`config.mk`:
```
export PLATFORM = sky130hd
export DESIGN_NAME = alu_issue_stage_flat
export DESIGN_NICKNAME = d
export VERILOG_FILES = /design/src/rtl/alu_pkg.sv /design/src/rtl/alu_issue_stage_if.sv /design/src/rtl/alu_op_encoder.sv /design/src/rtl/alu_issue_stage.sv /design/src/flat_wrapper.sv
export SDC_FILE = /design/constraint.sdc
export NUM_CORES = 1
export LEC_CHECK = 0
export BUFFER_PORTS_ARGS = -buffer_cell sky130_fd_sc_hd__buf_2
export CAP_MARGIN = 20
export CORE_MARGIN = 4
export CORE_UTILIZATION = 36
export CTS_CLUSTER_DIAMETER = 150
export DETAILED_ROUTE_END_ITERATION = 6
export PLACE_DENSITY = 0.71
export SYNTH_ARGS = -nofsm -noshare
export SYNTH_HDL_FRONTEND = slang
export SYNTH_SLANG_ARGS = --single-unit
```
`constraint.sdc`:
```
create_clock -name clk -period 1.3 [get_ports clk]
set_input_delay 0.195 -clock clk [delete_from_list [all_inputs] [get_ports clk]]
set_output_delay 0.195 -clock clk [all_outputs]
set_load 0.005 [all_outputs]
```
`src/rtl/alu_pkg.sv`:
```
// Shared definitions for the ALU issue stage: ALU op codes, RV32I opcode and
// funct3 constants, the issue payload record and the op-mapping helper.
package alu_pkg;

  localparam int ALU_XLEN = 32;
  localparam int ALU_RD_W = 5;

  // 4-bit ALU op codes (14 and 15 are never issued)
  typedef enum logic [3:0] {
    OP_ADD  = 4'd0,
    OP_SUB  = 4'd1,
    OP_SLL  = 4'd2,
    OP_SLT  = 4'd3,
    OP_SLTU = 4'd4,
    OP_XOR  = 4'd5,
    OP_SRA  = 4'd6,
    OP_SRL  = 4'd7,
    OP_OR   = 4'd8,
    OP_AND  = 4'd9,
    OP_BEQ  = 4'd10,
    OP_BNE  = 4'd11,
    OP_BLT  = 4'd12,
    OP_BGE  = 4'd13
  } alu_op_e;

  // RV32I major opcodes (instr[6:0])
  localparam logic [6:0] OPC_OP     = 7'b0110011;
  localparam logic [6:0] OPC_OP_IMM = 7'b0010011;
  localparam logic [6:0] OPC_LOAD   = 7'b0000011;
  localparam logic [6:0] OPC_STORE  = 7'b0100011;
  localparam logic [6:0] OPC_JALR   = 7'b1100111;
  localparam logic [6:0] OPC_LUI    = 7'b0110111;
  localparam logic [6:0] OPC_AUIPC  = 7'b0010111;
  localparam logic [6:0] OPC_JAL    = 7'b1101111;
  localparam logic [6:0] OPC_BRANCH = 7'b1100011;

  // funct3 values for OP / OP-IMM
  localparam logic [2:0] F3_ADD_SUB = 3'b000;
  localparam logic [2:0] F3_SLL     = 3'b001;
  localparam logic [2:0] F3_SLT     = 3'b010;
  localparam logic [2:0] F3_SLTU    = 3'b011;
  localparam logic [2:0] F3_XOR     = 3'b100;
  localparam logic [2:0] F3_SRL_SRA = 3'b101;
  localparam logic [2:0] F3_OR      = 3'b110;
  localparam logic [2:0] F3_AND     = 3'b111;

  // funct3 values for BRANCH
  localparam logic [2:0] F3_BEQ  = 3'b000;
  localparam logic [2:0] F3_BNE  = 3'b001;
  localparam logic [2:0] F3_BLT  = 3'b100;
  localparam logic [2:0] F3_BGE  = 3'b101;

  // Everything the EX stage needs for one instruction
  typedef struct packed {
    alu_op_e               alu_op;
    logic [ALU_XLEN-1:0]   data_one;
    logic [ALU_XLEN-1:0]   data_two;
    logic [ALU_RD_W-1:0]   rd;
    logic                  reg_write;
    logic                  is_branch;
    logic                  illegal;
  } issue_t;

  // Map an OP/OP-IMM funct3 to an ALU op; alt selects SUB/SRA
  function automatic alu_op_e arith_op(input logic [2:0] funct3, input logic alt);
    alu_op_e op;
    case (funct3)
      F3_ADD_SUB: op = alt ? OP_SUB : OP_ADD;
      F3_SLL:     op = OP_SLL;
      F3_SLT:     op = OP_SLT;
      F3_SLTU:    op = OP_SLTU;
      F3_XOR:     op = OP_XOR;
      F3_SRL_SRA: op = alt ? OP_SRA : OP_SRL;
      F3_OR:      op = OP_OR;
      F3_AND:     op = OP_AND;
      default:    op = OP_ADD;
    endcase
    return op;
  endfunction

endpackage

```
`src/rtl/alu_issue_stage_if.sv`:
```
// ID/EX issue bus: the registered payload presented to the ALU plus its
// valid/ready handshake. The issue stage is the master, the ALU the slave.
interface alu_issue_stage_if #(
  parameter int XLEN = 32,
  parameter int RD_W = 5
) ();
  logic            ex_valid;
  logic            ex_ready;
  logic [3:0]      alu_op;
  logic [XLEN-1:0] data_one;
  logic [XLEN-1:0] data_two;
  logic [RD_W-1:0] rd_out;
  logic            reg_write;
  logic            is_branch;
  logic            illegal;

  modport master (
    output ex_valid, alu_op, data_one, data_two, rd_out, reg_write, is_branch, illegal,
    input  ex_ready
  );

  modport slave (
    input  ex_valid, alu_op, data_one, data_two, rd_out, reg_write, is_branch, illegal,
    output ex_ready
  );
endinterface

```
`src/rtl/alu_op_encoder.sv`:
```
// Combinational RV32I field decoder: turns opcode/funct3/funct7[5] plus the
// register/immediate/pc values into one issue payload (op, operands, flags).
module alu_op_encoder
  import alu_pkg::*;
(
  input  logic [6:0]          opcode,
  input  logic [2:0]          funct3,
  input  logic                funct7_5,
  input  logic [ALU_XLEN-1:0] rs1_data,
  input  logic [ALU_XLEN-1:0] rs2_data,
  input  logic [ALU_XLEN-1:0] imm,
  input  logic [ALU_XLEN-1:0] pc,
  input  logic [ALU_RD_W-1:0] rd_in,
  output issue_t              payload
);

  alu_op_e             op;
  logic [ALU_XLEN-1:0] d1;
  logic [ALU_XLEN-1:0] d2;
  logic                writes_rd;
  logic                branch;
  logic                bad;

  // Decode the instruction class into op, operands and raw flags
  always_comb begin
    op        = OP_ADD;
    d1        = rs1_data;
    d2        = rs2_data;
    writes_rd = 1'b0;
    branch    = 1'b0;
    bad       = 1'b0;
    case (opcode)
      OPC_OP: begin
        op        = arith_op(funct3, funct7_5);
        writes_rd = 1'b1;
        // only ADD/SUB and SRL/SRA have an alternate form
        if (funct7_5 && (funct3 != F3_ADD_SUB) && (funct3 != F3_SRL_SRA)) begin
          bad = 1'b1;
        end else begin
          bad = 1'b0;
        end
      end
      OPC_OP_IMM: begin
        // no SUBI: funct7[5] only distinguishes SRAI from SRLI
        op        = arith_op(funct3, funct7_5 && (funct3 == F3_SRL_SRA));
        writes_rd = 1'b1;
        if ((funct3 == F3_SLL) || (funct3 == F3_SRL_SRA)) begin
          d2 = {{(ALU_XLEN-5){1'b0}}, imm[4:0]};
        end else begin
          d2 = imm;
        end
      end
      OPC_LOAD, OPC_JALR: begin
        d2        = imm;
        writes_rd = 1'b1;
      end
      OPC_STORE: begin
        d2        = imm;
        writes_rd = 1'b0;
      end
      OPC_LUI: begin
        d1        = {ALU_XLEN{1'b0}};
        d2        = imm;
        writes_rd = 1'b1;
      end
      OPC_AUIPC, OPC_JAL: begin
        d1        = pc;
        d2        = imm;
        writes_rd = 1'b1;
      end
      OPC_BRANCH: begin
        branch = 1'b1;
        case (funct3)
          F3_BEQ:  op = OP_BEQ;
          F3_BNE:  op = OP_BNE;
          F3_BLT:  op = OP_BLT;
          F3_BGE:  op = OP_BGE;
          default: bad = 1'b1;
        endcase
      end
      default: begin
        bad = 1'b1;
      end
    endcase
  end

  // Apply illegal override and the rd==x0 write suppression
  always_comb begin
    payload.data_one = d1;
    payload.data_two = d2;
    payload.rd       = rd_in;
    payload.illegal  = bad;
    if (bad) begin
      payload.alu_op    = OP_ADD;
      payload.reg_write = 1'b0;
      payload.is_branch = 1'b0;
    end else begin
      payload.alu_op    = op;
      payload.reg_write = writes_rd && (rd_in != {ALU_RD_W{1'b0}});
      payload.is_branch = branch;
    end
  end

endmodule

```
`src/rtl/alu_issue_stage.sv`:
```
// ID->EX issue stage: encodes the decoded instruction and holds it in the
// ID/EX register behind a valid/ready handshake with stall and flush.
// Build option ALU_ISSUE_SKID_EN adds a skid entry so in_ready is registered
// and has no combinational path from ex_ready.
module alu_issue_stage
  import alu_pkg::*;
#(
  parameter int XLEN = ALU_XLEN,
  parameter int RD_W = ALU_RD_W
) (
  input  logic            clk,
  input  logic            rst_n,
  input  logic            in_valid,
  output logic            in_ready,
  input  logic [6:0]      opcode,
  input  logic [2:0]      funct3,
  input  logic            funct7_5,
  input  logic [XLEN-1:0] rs1_data,
  input  logic [XLEN-1:0] rs2_data,
  input  logic [XLEN-1:0] imm,
  input  logic [XLEN-1:0] pc,
  input  logic [RD_W-1:0] rd_in,
  input  logic            flush,
  alu_issue_stage_if.master ex
);

  issue_t enc;
  issue_t main_q;
  logic   main_valid;

  alu_op_encoder u_encoder (
    .opcode   (opcode),
    .funct3   (funct3),
    .funct7_5 (funct7_5),
    .rs1_data (rs1_data),
    .rs2_data (rs2_data),
    .imm      (imm),
    .pc       (pc),
    .rd_in    (rd_in),
    .payload  (enc)
  );

`ifdef ALU_ISSUE_SKID_EN
  issue_t skid_q;
  logic   skid_valid;
  logic   ready_q;
  issue_t main_d;
  issue_t skid_d;
  logic   main_valid_d;
  logic   skid_valid_d;
  logic   accept;

  assign in_ready = ready_q;
  assign accept   = in_valid && ready_q;

  // Next state for main/skid entries: flush wins, then drain, then park on stall
  always_comb begin
    main_d       = main_q;
    skid_d       = skid_q;
    main_valid_d = main_valid;
    skid_valid_d = skid_valid;
    if (flush) begin
      main_valid_d = 1'b0;
      skid_valid_d = 1'b0;
    end else if (!main_valid || ex.ex_ready) begin
      if (skid_valid) begin
        main_d       = skid_q;
        main_valid_d = 1'b1;
        skid_d       = enc;
        skid_valid_d = accept;
      end else if (accept) begin
        main_d       = enc;
        main_valid_d = 1'b1;
      end else begin
        main_valid_d = 1'b0;
      end
    end else begin
      if (accept) begin
        skid_d       = enc;
        skid_valid_d = 1'b1;
      end else begin
        skid_valid_d = skid_valid;
      end
    end
  end

  // Main and skid registers; in_ready tracks "skid will be empty"
  always_ff @(posedge clk) begin
    if (!rst_n) begin
      main_q     <= '0;
      main_valid <= 1'b0;
      skid_q     <= '0;
      skid_valid <= 1'b0;
      ready_q    <= 1'b1;
    end else begin
      main_q     <= main_d;
      main_valid <= main_valid_d;
      skid_q     <= skid_d;
      skid_valid <= skid_valid_d;
      ready_q    <= !skid_valid_d;
    end
  end
`else
  assign in_ready = !main_valid || ex.ex_ready;

  // Single ID/EX entry: flush wins, then accept (incl. back-to-back), then drain
  always_ff @(posedge clk) begin
    if (!rst_n) begin
      main_q     <= '0;
      main_valid <= 1'b0;
    end else if (flush) begin
      main_valid <= 1'b0;
    end else if (in_valid && in_ready) begin
      main_q     <= enc;
      main_valid <= 1'b1;
    end else if (ex.ex_ready) begin
      main_valid <= 1'b0;
    end else begin
      main_valid <= main_valid;
    end
  end
`endif

  assign ex.ex_valid  = main_valid;
  assign ex.alu_op    = main_q.alu_op;
  assign ex.data_one  = main_q.data_one;
  assign ex.data_two  = main_q.data_two;
  assign ex.rd_out    = main_q.rd;
  assign ex.reg_write = main_q.reg_write;
  assign ex.is_branch = main_q.is_branch;
  assign ex.illegal   = main_q.illegal;

endmodule

```
`src/flat_wrapper.sv`:
```
// flat-port wrapper written by rule: the top's interface ports become plain ports
module alu_issue_stage_flat import alu_pkg::*;
#(
  parameter int XLEN = ALU_XLEN,
  parameter int RD_W = ALU_RD_W
)
  (clk, rst_n, in_valid, in_ready, opcode, funct3, funct7_5, rs1_data, rs2_data, imm, pc, rd_in, flush, ex_ex_valid, ex_alu_op, ex_data_one, ex_data_two, ex_rd_out, ex_reg_write, ex_is_branch, ex_illegal, ex_ex_ready);
  alu_issue_stage_if #(.XLEN(XLEN), .RD_W(RD_W)) ex_i ();
  input  logic clk;
  input  logic rst_n;
  input  logic in_valid;
  output logic in_ready;
  input  logic [6:0] opcode;
  input  logic [2:0] funct3;
  input  logic funct7_5;
  input  logic [XLEN-1:0] rs1_data;
  input  logic [XLEN-1:0] rs2_data;
  input  logic [XLEN-1:0] imm;
  input  logic [XLEN-1:0] pc;
  input  logic [RD_W-1:0] rd_in;
  input  logic flush;
  output wire logic [$bits(ex_i.ex_valid)-1:0] ex_ex_valid;
  output wire logic [$bits(ex_i.alu_op)-1:0] ex_alu_op;
  output wire logic [$bits(ex_i.data_one)-1:0] ex_data_one;
  output wire logic [$bits(ex_i.data_two)-1:0] ex_data_two;
  output wire logic [$bits(ex_i.rd_out)-1:0] ex_rd_out;
  output wire logic [$bits(ex_i.reg_write)-1:0] ex_reg_write;
  output wire logic [$bits(ex_i.is_branch)-1:0] ex_is_branch;
  output wire logic [$bits(ex_i.illegal)-1:0] ex_illegal;
  input wire logic [$bits(ex_i.ex_ready)-1:0] ex_ex_ready;
  assign ex_ex_valid = ex_i.ex_valid;
  assign ex_alu_op = ex_i.alu_op;
  assign ex_data_one = ex_i.data_one;
  assign ex_data_two = ex_i.data_two;
  assign ex_rd_out = ex_i.rd_out;
  assign ex_reg_write = ex_i.reg_write;
  assign ex_is_branch = ex_i.is_branch;
  assign ex_illegal = ex_i.illegal;
  assign ex_i.ex_ready = ex_ex_ready;
  alu_issue_stage #(.XLEN(XLEN), .RD_W(RD_W)) u_core (.clk(clk), .rst_n(rst_n), .in_valid(in_valid), .in_ready(in_ready), .opcode(opcode), .funct3(funct3), .funct7_5(funct7_5), .rs1_data(rs1_data), .rs2_data(rs2_data), .imm(imm), .pc(pc), .rd_in(rd_in), .flush(flush), .ex(ex_i));
endmodule
```
==> results of run 1 <==
==> worst paths after layout <==
path                                          from                                  to  cells past startpoint
hold / removal                               flush     u_core.ex.ex_valid$_SDFFE_PP0P_                      2
hold reg to reg   u_core.ex.rd_out[2]$_SDFFE_PN0P_    u_core.ex.rd_out[2]$_SDFFE_PN0P_                      2
setup reg to reg   u_core.ex.ex_valid$_SDFFE_PP0P_  u_core.ex.data_one[0]$_SDFFE_PN0P_                      5
setup / recovery   u_core.ex.ex_valid$_SDFFE_PP0P_                            in_ready                      3
==> power by group <==
group          switching [W]  leakage, nW  total [W]  internal (W)
combinational       0.000574         1.95    0.00112      0.000551
clock               0.000954        0.107    0.00205       0.00110
sequential         0.0000684        0.632    0.00256       0.00249
total                0.00160         2.69    0.00574       0.00415
==> metal layers <==
metal / routed length (µm) / up-vias / GRT usage (%)
met1: 5990 / 2167 / 27.5
met4: 220 / 0 / 7.14
met2: 7370 / 248 / 38.7
li1: - / 2202 / -
met3: 1450 / 21 / 6.79
met5: 0 / - / 0
==> critical path, stage by stage (launching register included) <==
cell and delay, ns:
dfxtp_2 0.34, nand2b_4 0.10, buf_12 0.19, buf_6 0.12
==> layout make-up <==
class / instances / area share, %
clock buffers: 10 / 2.10
multi-input cells: 302 / 38.2
clock inverters: 6 / 1.54
well taps: 136 / 2.80
flip-flops and latches: 77 / 25.4
inverters: 41 / 2.53
repair buffers: 268 / 27.4
==> flip-flops by register name (all words and copies together) (netlist names) <==
signal and count:
u_core.ex.rd_out 5, u_core.ex.data_one 32, u_core.ex.ex_valid 1, u_core.ex.data_two 32, u_core.ex.alu_op 4, u_core.ex.reg_write 1
u_core.ex.is_branch 1, u_core.ex.illegal 1
==> repair_timing <==
item                                    4_1_cts  5_1_grt
endpoints found under the setup margin       39       55
pin swaps                                     0        2
buffers inserted                              1        1
cloned                                        3        2
gates resized for setup                      20       25
==> metrics by stage <==
step | TNS [ns] | total power [W] | hold slack, ns
2_1_floorplan | -0.314 | 0.00305 | 0.268
3_3_place_gp | -19.82 | 0.00359 | 0.380
3_5_place_dp | -22.26 | 0.00362 | 0.400
4_1_cts | -0.0276 | 0.00573 | 0.0176
5_1_grt | -0.0683 | 0.00602 | 0.0251
6_report | 0 | 0.00574 | 0.0364
==> cell families after synthesis <==
family	Yosys count	share of synthesized area [%]
AO/OA/AOI/OAI	189	35.6
AND/OR/NAND/NOR	111	14.1
buffers and inverters	89	10.2
flip-flops	77	39.8
XOR/XNOR	1	0.226
==> cell usage in the layout (no fill, tap or decap), types with 3 or more instances in the layout <==
cell type,Yosys,layout
buf_2,14,225
a221oi_2,2,30
buf_4,2,26
dfxtp_1,77,76
o21ai_0,45,45
a221oi_4,0,3
a41oi_1,27,20
inv_1,40,40
a211oi_1,39,35
clkbuf_8,0,9
nand2_1,34,33
o31ai_1,11,11
nand3_1,7,7
a41oi_2,0,7
nor2_1,37,37
a211oi_2,0,4
o21ai_1,14,13
buf_12,0,10
and2_1,5,3
o31ai_2,3,3
nor4_1,4,4
a21oi_1,7,7
nor2b_1,5,4
==> metrics.txt, run 1 <==
# TYPE chip_impl_metric gauge
chip_impl_metric{name="track_usage",unit="%"} 22.7
chip_impl_metric{name="worst_slew_margin_rel",unit="%"} 63.5
chip_impl_metric{name="synth_enable_flop_cells",unit=""} 0
chip_impl_metric{name="path_clk_slew",unit="ns"} 0.08
chip_impl_metric{name="worstSkewPairLatency",unit="ns"} 0.35
chip_impl_metric{name="share_of_synthesized_area_occupied_by_flip_flops_and_latches",unit="%"} 39.8
chip_impl_metric{name="multi_input_area",unit="µm²"} 2330
chip_impl_metric{name="skew",unit="ns"} 0.0135
chip_impl_info{name="clock_tree_from_tritoncts",value="built"} 1
chip_impl_metric{name="regArea",unit="µm²"} 1540
chip_impl_metric{name="syn_area",unit="µm²"} 3870
chip_impl_metric{name="layout.filler_cells",unit=""} 909
chip_impl_info{name="grt_setup_unrepaired",value="true"} 1
chip_impl_info{name="synth_ff_type",value="dfxtp_1"} 1
chip_impl_metric{name="grt_pass1_vias",unit=""} 4701
chip_impl_metric{name="fp.dieW",unit="µm"} 112
chip_impl_metric{name="nets",unit=""} 848
chip_impl_metric{name="drt_wl_total",unit="µm"} 15000
chip_impl_info{name="run_status",value="finished clean"} 1
chip_impl_metric{name="asyncSetResetFlopFracSynth",unit="%"} 0
chip_impl_metric{name="post_dp_cell_area",unit="µm²"} 5470
chip_impl_metric{name="gp_routability_congestion",unit=""} 0.931
chip_impl_metric{name="areaGrowthSynthToFinish",unit="%"} 57.1
chip_impl_info{name="cp-end-kind",value="output port"} 1
chip_impl_metric{name="chipHeight",unit="µm"} 112
chip_impl_metric{name="synth_cell_type_count",unit=""} 47
chip_impl_metric{name="pre_cts_ws",unit="ns"} -0.447
chip_impl_metric{name="postLayoutCellArea",unit="µm²"} 6080
chip_impl_info{name="holdCritPathClass",value="in -> reg"} 1
chip_impl_metric{name="netlist.area_leader.share",unit="%"} 39.8
chip_impl_metric{name="drt_iter0_drc",unit=""} 377
chip_impl_metric{name="achievable-frequency",unit="MHz"} 779
chip_impl_metric{name="dp.final_hpwl",unit="µm"} 10100
chip_impl_metric{name="insertedDiodeCount",unit=""} 0
chip_impl_metric{name="global_route.overflow_total",unit=""} 0
chip_impl_metric{name="yosys_warnings",unit=""} 0
chip_impl_metric{name="finalWorstPathRequiredPeriod",unit="ns"} 1.28
chip_impl_metric{name="powerDensity",unit="nW/µm²"} 944
chip_impl_metric{name="worst-r2r-setup-slack",unit="ns"} 0.04
chip_impl_info{name="yosysTopAreaCell",value="dfxtp_1"} 1
chip_impl_metric{name="numPortBuffers",unit=""} 226
chip_impl_metric{name="floorplan_core_area",unit="µm²"} 10400
chip_impl_metric{name="cap_violations",unit=""} 0
chip_impl_metric{name="setup_viol_count_final",unit=""} 0
chip_impl_metric{name="cts_max_level",unit=""} 3
chip_impl_metric{name="initial_antenna_violation_count",unit=""} 0
chip_impl_metric{name="avgSynthCellArea",unit="µm²"} 8.29
chip_impl_metric{name="synthesis.nets",unit=""} 616
chip_impl_metric{name="avgViaCountPerCell",unit=""} 5.52
chip_impl_info{name="netlist_top_cells_area",value="dfxtp_1 40%, a211oi_1 7.6%, a221oi_1 7.0%, a41oi_1 6.1%, o21ai_0 5.8%"} 1
chip_impl_metric{name="dp_cells",unit=""} 817
chip_impl_metric{name="cts.path.max_buffers",unit=""} 2
chip_impl_metric{name="finalNonFillerCells",unit=""} 840
chip_impl_metric{name="critical_path_arrival",unit="ns"} 1.09
chip_impl_metric{name="ir_worst_vdd",unit="mV"} 0.541
chip_impl_metric{name="cts.hold.buffers_added",unit=""} 0
chip_impl_metric{name="tritoncts_num_sinks",unit=""} 77
chip_impl_metric{name="layout_worst_path_cycle_share",unit="%"} 98.8
chip_impl_metric{name="route.detailed.drc",unit=""} 0
chip_impl_metric{name="grt_first_pass_wirelength",unit="µm"} 23700
chip_impl_metric{name="synth_seq_cells",unit=""} 77
chip_impl_metric{name="detailroute.via_count",unit=""} 4638
chip_impl_metric{name="antenna_violating_nets_post_route",unit=""} 0
chip_impl_info{name="clockRootBuffer",value="clkbuf_8"} 1
chip_impl_info{name="cp-start-kind",value="register"} 1
chip_impl_metric{name="worst-endpoint-required",unit="ns"} 1.11
chip_impl_metric{name="hold_vio_cnt_final",unit=""} 0
chip_impl_metric{name="post_route_cells_drive_above_1_share",unit="%"} 49.1
chip_impl_metric{name="floorplan.initialDensity",unit="%"} 37.2
chip_impl_metric{name="p_leak",unit="nW"} 2.69
chip_impl_info{name="timing.setup.critical_path_class",value="reg -> out"} 1
chip_impl_metric{name="placementRows",unit=""} 37
chip_impl_metric{name="timing_worst_slew_pin_value",unit="ns"} 0.543
chip_impl_info{name="synth_commonest_cells",value="77 x dfxtp_1, 45 x o21ai_0, 40 x inv_1"} 1
chip_impl_metric{name="synthesis.instances",unit=""} 467
chip_impl_metric{name="boundaryPins",unit=""} 227
chip_impl_metric{name="fp.dieArea",unit="µm²"} 12500
chip_impl_metric{name="postLayoutSetupSlackWorst",unit="ns"} 0.0157
chip_impl_metric{name="grt_start_max_net_pins",unit=""} 38
chip_impl_info{name="top_count_cell_post_synth",value="dfxtp_1"} 1
chip_impl_metric{name="final-max-slew-violation-count",unit=""} 0
chip_impl_metric{name="number_of_cts_inserted_buffers",unit=""} 9
chip_impl_metric{name="drtPass1Iterations",unit=""} 5
chip_impl_metric{name="wire_per_inst",unit="µm"} 17.9
chip_impl_metric{name="critPathMaxFanout",unit=""} 29
chip_impl_metric{name="layout.core_utilization",unit="%"} 58.4
Note: power is estimated with default switching activity, not from simulation.
==> inputs of run 2 (changes only) <==
Settings changed: ABC_AREA set to 1.
==> metrics.txt, run 2 <==
# TYPE chip_impl_metric gauge
chip_impl_info{name="run_status",value="finished, violations left"} 1
chip_impl_info{name="failing_checks",value="negative setup slack"} 1
chip_impl_info{name="worstSetupStartpoint",value="u_core.ex.ex_valid$_SDFFE_PP0P_"} 1
chip_impl_info{name="grt_setup_unrepaired",value="true"} 1
chip_impl_metric{name="synth_enable_flop_cells",unit=""} 0
chip_impl_metric{name="post_synth_fa_ha_maj_area_fraction",unit="%"} 0
chip_impl_metric{name="floorplan_core_area",unit="µm²"} 10300
chip_impl_info{name="cp-end-kind",value="register"} 1
chip_impl_metric{name="worst-r2r-setup-slack",unit="ns"} -0.03
chip_impl_metric{name="multi_input_area",unit="µm²"} 2090
chip_impl_metric{name="critPathMaxFanout",unit=""} 32
chip_impl_info{name="synth_ff_type",value="dfxtp_1"} 1
chip_impl_metric{name="worst-endpoint-required",unit="ns"} 1.52
chip_impl_metric{name="number_of_cts_inserted_buffers",unit=""} 9
chip_impl_metric{name="p_leak",unit="nW"} 3.21
chip_impl_metric{name="layout.core_utilization",unit="%"} 57.6
chip_impl_metric{name="numPortBuffers",unit=""} 226
chip_impl_info{name="holdCritPathClass",value="in -> reg"} 1
chip_impl_metric{name="antenna_violating_nets_post_route",unit=""} 0
chip_impl_info{name="r2r_end",value="u_core.ex.data_one[7]$_SDFFE_PN0P_"} 1
chip_impl_info{name="r2r-start",value="u_core.ex.ex_valid$_SDFFE_PP0P_"} 1
chip_impl_metric{name="layout_worst_path_cycle_share",unit="%"} 102
chip_impl_metric{name="drt_wl_total",unit="µm"} 13500
chip_impl_metric{name="floorplan.initialDensity",unit="%"} 36.9
chip_impl_info{name="mostFrequentLayoutCells",value="226 x buf_2, 125 x nand2_1, 76 x dfxtp_1"} 1
chip_impl_metric{name="global_route.overflow_total",unit=""} 0
chip_impl_metric{name="share_of_synthesized_area_occupied_by_flip_flops_and_latches",unit="%"} 40.5
chip_impl_metric{name="syn_area",unit="µm²"} 3810
chip_impl_info{name="worst_path_slowest_cell",value="dfxtp_2"} 1
chip_impl_metric{name="boundaryPins",unit=""} 227
chip_impl_info{name="clock_tree_from_tritoncts",value="built"} 1
chip_impl_metric{name="netlist.area_leader.share",unit="%"} 40.5
chip_impl_info{name="cp_cell_sequence",value="inv_2, nor2_2, nor3_4, buf_6, inv_4, buf_12, a21oi_2, a21oi_1"} 1
chip_impl_metric{name="worstSkewPairLatency",unit="ns"} 0.34
chip_impl_metric{name="cts_max_level",unit=""} 3
chip_impl_info{name="netlist_top_cells_area",value="dfxtp_1 40%, a21oi_1 13%, nand2_1 13%, o21ai_0 9.6%, nand3_1 6.2%"} 1
chip_impl_metric{name="synth.area.mux_share",unit="%"} 0
chip_impl_metric{name="synth_cell_type_count",unit=""} 24
chip_impl_metric{name="hold_vio_cnt_final",unit=""} 0
chip_impl_metric{name="ff2ff_path_depth",unit=""} 8
chip_impl_metric{name="chipHeight",unit="µm"} 111
chip_impl_info{name="layout_commonest_cell",value="buf_2"} 1
chip_impl_metric{name="wire_per_inst",unit="µm"} 14.1
chip_impl_metric{name="critical_path_arrival",unit="ns"} 1.55
chip_impl_info{name="min_to",value="u_core.ex.ex_valid$_SDFFE_PP0P_"} 1
chip_impl_metric{name="drtPass1Iterations",unit=""} 4
chip_impl_metric{name="finalWorstPathRequiredPeriod",unit="ns"} 1.33
chip_impl_metric{name="path_clk_slew",unit="ns"} 0.09
chip_impl_metric{name="tritoncts_num_sinks",unit=""} 77
chip_impl_metric{name="finalHoldWorstSlack",unit="ns"} 0.0474
chip_impl_metric{name="areaGrowthSynthToFinish",unit="%"} 56.1
chip_impl_metric{name="fp.dieArea",unit="µm²"} 12300
chip_impl_metric{name="ir_worst_vdd",unit="mV"} 0.511
chip_impl_metric{name="drt_iter0_drc",unit=""} 328
chip_impl_metric{name="grt_start_max_net_pins",unit=""} 34
chip_impl_metric{name="grt_first_pass_wirelength",unit="µm"} 21200
chip_impl_metric{name="nets",unit=""} 963
chip_impl_metric{name="synth_compound_area_share",unit="%"} 23.3
chip_impl_metric{name="worst_slew_margin_rel",unit="%"} 81.5
chip_impl_metric{name="achievable-frequency",unit="MHz"} 751
chip_impl_metric{name="postLayoutSetupSlackWorst",unit="ns"} -0.0318
chip_impl_metric{name="synth_seq_cells",unit=""} 77
chip_impl_metric{name="timing_worst_slew_pin_value",unit="ns"} 0.275
chip_impl_info{name="cp-start-kind",value="register"} 1
chip_impl_metric{name="initial_antenna_violation_count",unit=""} 3
chip_impl_metric{name="yosys_warnings",unit=""} 0
chip_impl_info{name="timing.setup.critical_path_class",value="reg -> reg"} 1
chip_impl_metric{name="route.detailed.drc",unit=""} 0
chip_impl_metric{name="timing.critical_path.buf_inv",unit=""} 4
chip_impl_metric{name="grt_pass1_vias",unit=""} 4498
chip_impl_info{name="synth_top_family_by_area",value="simple AND/OR/NAND/NOR gates"} 1
chip_impl_info{name="critical-path-top-delay-family",value="buffers and inverters"} 1
chip_impl_metric{name="synth_xor_xnor_area_share",unit="%"} 0
chip_impl_info{name="top_count_cell_post_synth",value="nand2_1"} 1
chip_impl_metric{name="fp.dieW",unit="µm"} 111
chip_impl_metric{name="powerDensity",unit="nW/µm²"} 985
chip_impl_metric{name="track_usage",unit="%"} 20.7
chip_impl_metric{name="detailroute.via_count",unit=""} 4676
chip_impl_metric{name="final-max-slew-violation-count",unit=""} 0
chip_impl_metric{name="cts.path.max_buffers",unit=""} 2
chip_impl_info{name="synth_commonest_cells",value="130 x nand2_1, 98 x a21oi_1, 77 x dfxtp_1"} 1
chip_impl_metric{name="avgViaCountPerCell",unit=""} 4.89
chip_impl_metric{name="postLayoutCellArea",unit="µm²"} 5950
chip_impl_metric{name="post_route_cells_drive_above_1_share",unit="%"} 42.6
chip_impl_metric{name="synthesis.instances",unit=""} 572
chip_impl_metric{name="setup_tns_final",unit="ns"} -0.282
chip_impl_metric{name="post_dp_cell_area",unit="µm²"} 5270
chip_impl_metric{name="gp_routability_congestion",unit=""} 0.840
chip_impl_metric{name="holdPathStages",unit=""} 2
chip_impl_metric{name="placementRows",unit=""} 37
chip_impl_metric{name="skew",unit="ns"} 0.0140
chip_impl_metric{name="power",unit="W"} 0.00586
chip_impl_info{name="yosysTopAreaCell",value="dfxtp_1"} 1
chip_impl_metric{name="layout.filler_cells",unit=""} 1000
chip_impl_metric{name="avgSynthCellArea",unit="µm²"} 6.66
chip_impl_metric{name="setup_viol_count_final",unit=""} 26
chip_impl_metric{name="regArea",unit="µm²"} 1540
chip_impl_metric{name="synthesis.nets",unit=""} 721
chip_impl_info{name="clockRootBuffer",value="clkbuf_8"} 1
chip_impl_metric{name="asyncSetResetFlopFracSynth",unit="%"} 0
chip_impl_info{name="min-delay-start",value="flush"} 1
chip_impl_metric{name="synth-simple-area-share",unit="%"} 26.1
chip_impl_metric{name="cap_violations",unit=""} 0
chip_impl_metric{name="max_stage_delay",unit="ns"} 0.33
chip_impl_metric{name="dp.final_hpwl",unit="µm"} 9710
[run 2: cell types whose count changed in the layout (fill, tap and decap cells not counted), moves of 11 or more]
cell / delta
o21ai_0: +20
a21oi_1: +58
a221oi_2: -30
nand2_1: +92
a41oi_1: -20
a21oi_2: +30
a211oi_1: -34
nand3_1: +39
o31ai_1: -11
[run 2: what timing repair did]
action | CTS | global route
gates resized for setup | 37 | 43
cloned | 1 | 6
hold buffers | 0 | 0
pin swaps | 3 | 3
buffers inserted | 5 | 1
setup endpoints to repair | 47 | 76
[run 2: logic make-up after synthesis]
kind of cell           count (synthesis)
and+or+nand+nor                      231
AOI/OAI and AO/OA                    174
buffers and inverters                 90
DFF                                   77
[run 2: worst register-to-register path, cell delays in order (launching register included)]
cell and delay (ns):
dfxtp_2 0.33, inv_2 0.04, nor2_2 0.04, nor3_4 0.20, buf_6 0.16, inv_4 0.04, buf_12 0.17, a21oi_2 0.14
a21oi_1 0.08
[run 2: final cells by class]
class,count,area share (%)
Inverter,53,3.39
Antenna cell,1,0.0421
Clock buffer,11,2.55
Sequential cell,77,25.9
Tap cell,136,2.86
Clock inverter,5,1.37
Timing Repair Buffer,268,28.7
Multi-Input combinational cell,405,35.2
[run 2: power by group]
part | leakage (nW) | switching (W) | internal, W
combinational | 2.46 | 0.000579 | 0.000578
clock | 0.116 | 0.000914 | 0.00119
sequential | 0.635 | 0.0000782 | 0.00252
total | 3.21 | 0.00157 | 0.00429
[run 2: how the worst max path moves through the flow]
stage	endpoint	slack, ns	cells past startpoint
final	u_core.ex.data_one[7]$_SDFFE_PN0P_	-0.03	8
after global routing	u_core.ex.alu_op[2]$_SDFFE_PN0P_	-0.11	9
after CTS	u_core.ex.alu_op[2]$_SDFFE_PN0P_	-0.08	9
after detailed placement	u_core.ex.data_two[15]$_SDFFE_PN0P_	-0.23	11
after global placement	u_core.ex.data_two[21]$_SDFFE_PN0P_	-0.18	11
after floorplan	u_core.ex.data_two[13]$_SDFFE_PN0P_	0.03	7
[run 2: routing by layer]
layer	track usage, %	share of wire (%)
met5	0	0.13
met4	8.29	2.3
met3	7.31	9.1
met2	34.6	47
met1	24.1	42
[run 2: metrics by stage]
stage / setup slack [ns] / cells
after CTS: -0.0820 / 948
after floorplan: 0.0262 / 572
after global routing: -0.110 / 956
after global placement: -0.184 / 927
final: -0.0318 / 956
after detailed placement: -0.234 / 927
==> inputs of run 3 (changes only) <==
==> constraint.sdc (replaced) <==
create_clock -name clk -period 1.3 [get_ports clk]
set_input_delay 0.065 -clock clk [delete_from_list [all_inputs] [get_ports clk]]
set_output_delay 0.065 -clock clk [all_outputs]
set_load 0.005 [all_outputs]
==> metrics.txt, run 3 (same netlist as run 2, synthesis figures left out) <==
# TYPE chip_impl_metric gauge
chip_impl_info{name="run_status",value="finished clean"} 1
chip_impl_info{name="mostFrequentLayoutCells",value="225 x buf_2, 128 x nand2_1, 79 x a21oi_1"} 1
chip_impl_info{name="cp-end-kind",value="register"} 1
chip_impl_info{name="clockRootBuffer",value="clkbuf_8"} 1
chip_impl_metric{name="dp_cells",unit=""} 920
chip_impl_metric{name="ir_worst_vdd",unit="mV"} 0.632
chip_impl_metric{name="fp.dieW",unit="µm"} 111
chip_impl_metric{name="post_route_cells_drive_above_1_share",unit="%"} 36.0
chip_impl_info{name="grt_setup_unrepaired",value="true"} 1
chip_impl_metric{name="route.detailed.drc",unit=""} 0
chip_impl_metric{name="track_usage",unit="%"} 22.4
chip_impl_metric{name="numPortBuffers",unit=""} 226
chip_impl_metric{name="grt_pass1_vias",unit=""} 4762
chip_impl_metric{name="fp.dieArea",unit="µm²"} 12300
chip_impl_metric{name="insertedDiodeCount",unit=""} 0
chip_impl_metric{name="setup_viol_count_final",unit=""} 0
chip_impl_metric{name="power",unit="W"} 0.00649
chip_impl_metric{name="finalNonFillerCells",unit=""} 1008
chip_impl_metric{name="grt_start_max_net_pins",unit=""} 35
chip_impl_info{name="timing.setup.critical_path_class",value="reg -> reg"} 1
chip_impl_metric{name="floorplan_core_area",unit="µm²"} 10300
chip_impl_metric{name="powerDensity",unit="nW/µm²"} 1010
chip_impl_metric{name="tritoncts_num_sinks",unit=""} 77
chip_impl_metric{name="gp_routability_congestion",unit=""} 0.842
chip_impl_metric{name="antenna_violating_nets_post_route",unit=""} 0
chip_impl_info{name="clock_tree_from_tritoncts",value="built"} 1
chip_impl_metric{name="dp.final_hpwl",unit="µm"} 9570
chip_impl_metric{name="areaGrowthSynthToFinish",unit="%"} 69.0
chip_impl_metric{name="internal_power",unit="W"} 0.00489
chip_impl_metric{name="post_dp_cell_area",unit="µm²"} 5200
chip_impl_metric{name="detailroute.via_count",unit=""} 4946
chip_impl_metric{name="netSwitchingFraction",unit="%"} 24.5
chip_impl_metric{name="boundaryPins",unit=""} 227
chip_impl_metric{name="finalWorstPathRequiredPeriod",unit="ns"} 1.28
chip_impl_metric{name="worstSkewPairLatency",unit="ns"} 0.34
chip_impl_metric{name="power.net_switching",unit="W"} 0.00159
chip_impl_info{name="cp-start-kind",value="register"} 1
chip_impl_metric{name="timing_worst_slew_pin_value",unit="ns"} 0.340
chip_impl_metric{name="clockPowerShare",unit="%"} 40.7
chip_impl_metric{name="initial_antenna_violation_count",unit=""} 0
chip_impl_metric{name="grt_first_pass_wirelength",unit="µm"} 23000
chip_impl_metric{name="cts.path.max_buffers",unit=""} 2
chip_impl_metric{name="number_of_cts_inserted_buffers",unit=""} 9
chip_impl_metric{name="global_route.usage.met3",unit="%"} 7.53
chip_impl_metric{name="skew",unit="ns"} 0.0111
chip_impl_metric{name="cap_violations",unit=""} 0
chip_impl_metric{name="layout_worst_path_cycle_share",unit="%"} 98.5
chip_impl_metric{name="achievable-frequency",unit="MHz"} 781
chip_impl_metric{name="critical_path_arrival",unit="ns"} 1.51
chip_impl_metric{name="placementRows",unit=""} 37
chip_impl_metric{name="p_leak",unit="nW"} 3.42
chip_impl_metric{name="global_route.usage.met2",unit="%"} 38.8
chip_impl_metric{name="wire_per_inst",unit="µm"} 14.5
chip_impl_metric{name="avgViaCountPerCell",unit=""} 4.91
chip_impl_metric{name="groute.layer.met1.usage",unit="%"} 26.2
chip_impl_metric{name="hold_vio_cnt_final",unit=""} 0
chip_impl_info{name="gr-max-usage-layer",value="met2"} 1
chip_impl_metric{name="floorplan.initialDensity",unit="%"} 36.9
chip_impl_metric{name="chipHeight",unit="µm"} 111
chip_impl_metric{name="global_route.overflow_total",unit=""} 0
chip_impl_metric{name="setup_tns_final",unit="ns"} 0
chip_impl_metric{name="cts_max_level",unit=""} 3
chip_impl_metric{name="worst_slew_margin_rel",unit="%"} 77.3
chip_impl_metric{name="finalHoldWorstSlack",unit="ns"} 0.0114
chip_impl_metric{name="power.sequential.fraction",unit="%"} 40.0
chip_impl_metric{name="worst-endpoint-required",unit="ns"} 1.53
chip_impl_metric{name="drt_iter0_drc",unit=""} 307
chip_impl_metric{name="critPathMaxFanout",unit=""} 6
chip_impl_metric{name="final-max-slew-violation-count",unit=""} 0
chip_impl_metric{name="path_clk_slew",unit="ns"} 0.09
chip_impl_metric{name="nets",unit=""} 1016
chip_impl_metric{name="power.share.combinational",unit="%"} 19.3
chip_impl_info{name="holdCritPathClass",value="in -> reg"} 1
chip_impl_info{name="layout_commonest_cell",value="buf_2"} 1
chip_impl_metric{name="drt_wl_total",unit="µm"} 14600
chip_impl_metric{name="postLayoutCellArea",unit="µm²"} 6440
chip_impl_metric{name="drtPass1Iterations",unit=""} 4
[run 3: cell types whose count changed in the layout (fill, tap and decap cells not counted), moves of 5 or more]
cell | before | now
dlygate4sd3_1 | 0 | 66
a21oi_2 | 30 | 15
a21oi_1 | 65 | 79
buf_4 | 20 | 13
o21ai_0 | 65 | 70
[run 3: power groups by stage]
stage / clock network (W) / logic, W / registers [W]
floorplan: 0 / 0.000428 / 0.00265
global placement: 0 / 0.000980 / 0.00264
detailed placement: 0 / 0.000983 / 0.00264
CTS: 0.00268 / 0.00119 / 0.00259
global route: 0.00276 / 0.00138 / 0.00262
finish: 0.00264 / 0.00125 / 0.00260
[run 3: worst max-delay path: stages (launching register included)]
cell	delay [ns]
dfxtp_2	0.33
inv_2	0.06
nor2_4	0.04
nor3_4	0.14
buf_12	0.16
inv_4	0.06
buf_6	0.13
buf_12	0.12
nor2_1	0.08
nor2_1	0.05
[run 3: cell type report]
type / instances / area [µm²]
clock inverters: 6 / 158
clock buffers: 10 / 138
flip-flops and latches: 77 / 1540
repair buffers: 321 / 2210
inverters: 53 / 201
multi-input cells: 405 / 2020
well taps: 136 / 170
fillers: 905 / 3890
[run 3: path summary, 6_finish.rpt]
check / endpoint / startpoint / slack [ns] / cells past startpoint
worst min-delay path: u_core.ex.data_one[23]$_SDFFE_PN0P_ / pc[23] / 0.01 / 3
worst max register to register: u_core.ex.rd_out[4]$_SDFFE_PN0P_ / u_core.ex.ex_valid$_SDFFE_PP0P_ / 0.02 / 9
worst min register to register: u_core.ex.alu_op[2]$_SDFFE_PN0P_ / u_core.ex.alu_op[2]$_SDFFE_PN0P_ / 0.48 / 2
worst max-delay path: u_core.ex.rd_out[4]$_SDFFE_PN0P_ / u_core.ex.ex_valid$_SDFFE_PP0P_ / 0.02 / 9
[run 3: what timing repair did]
item	CTS	global route
cloned	1	2
endpoints found under the hold margin	65	0
hold buffers	66	0
endpoints found under the setup margin	23	75
pin swaps	4	6
setup buffers	4	1
gates resized for setup	17	32
[run 3: layer usage]
metal,vias up,wire (µm)
li1,2463,-
met1,2222,5810
met2,239,7120
met3,22,1470
met4,0,240
met5,-,0
[run 3: through the flow]
| step | util, % | worst slack [ns] |
|---|---|---|
| after floorplan | - | 0.0262 |
| after global placement | 50.4 | -0.0582 |
| after detailed placement | 50.4 | -0.0723 |
| after CTS | 61.0 | -0.0155 |
| after global routing | 62.3 | -0.0998 |
| final | 62.3 | 0.0192 |
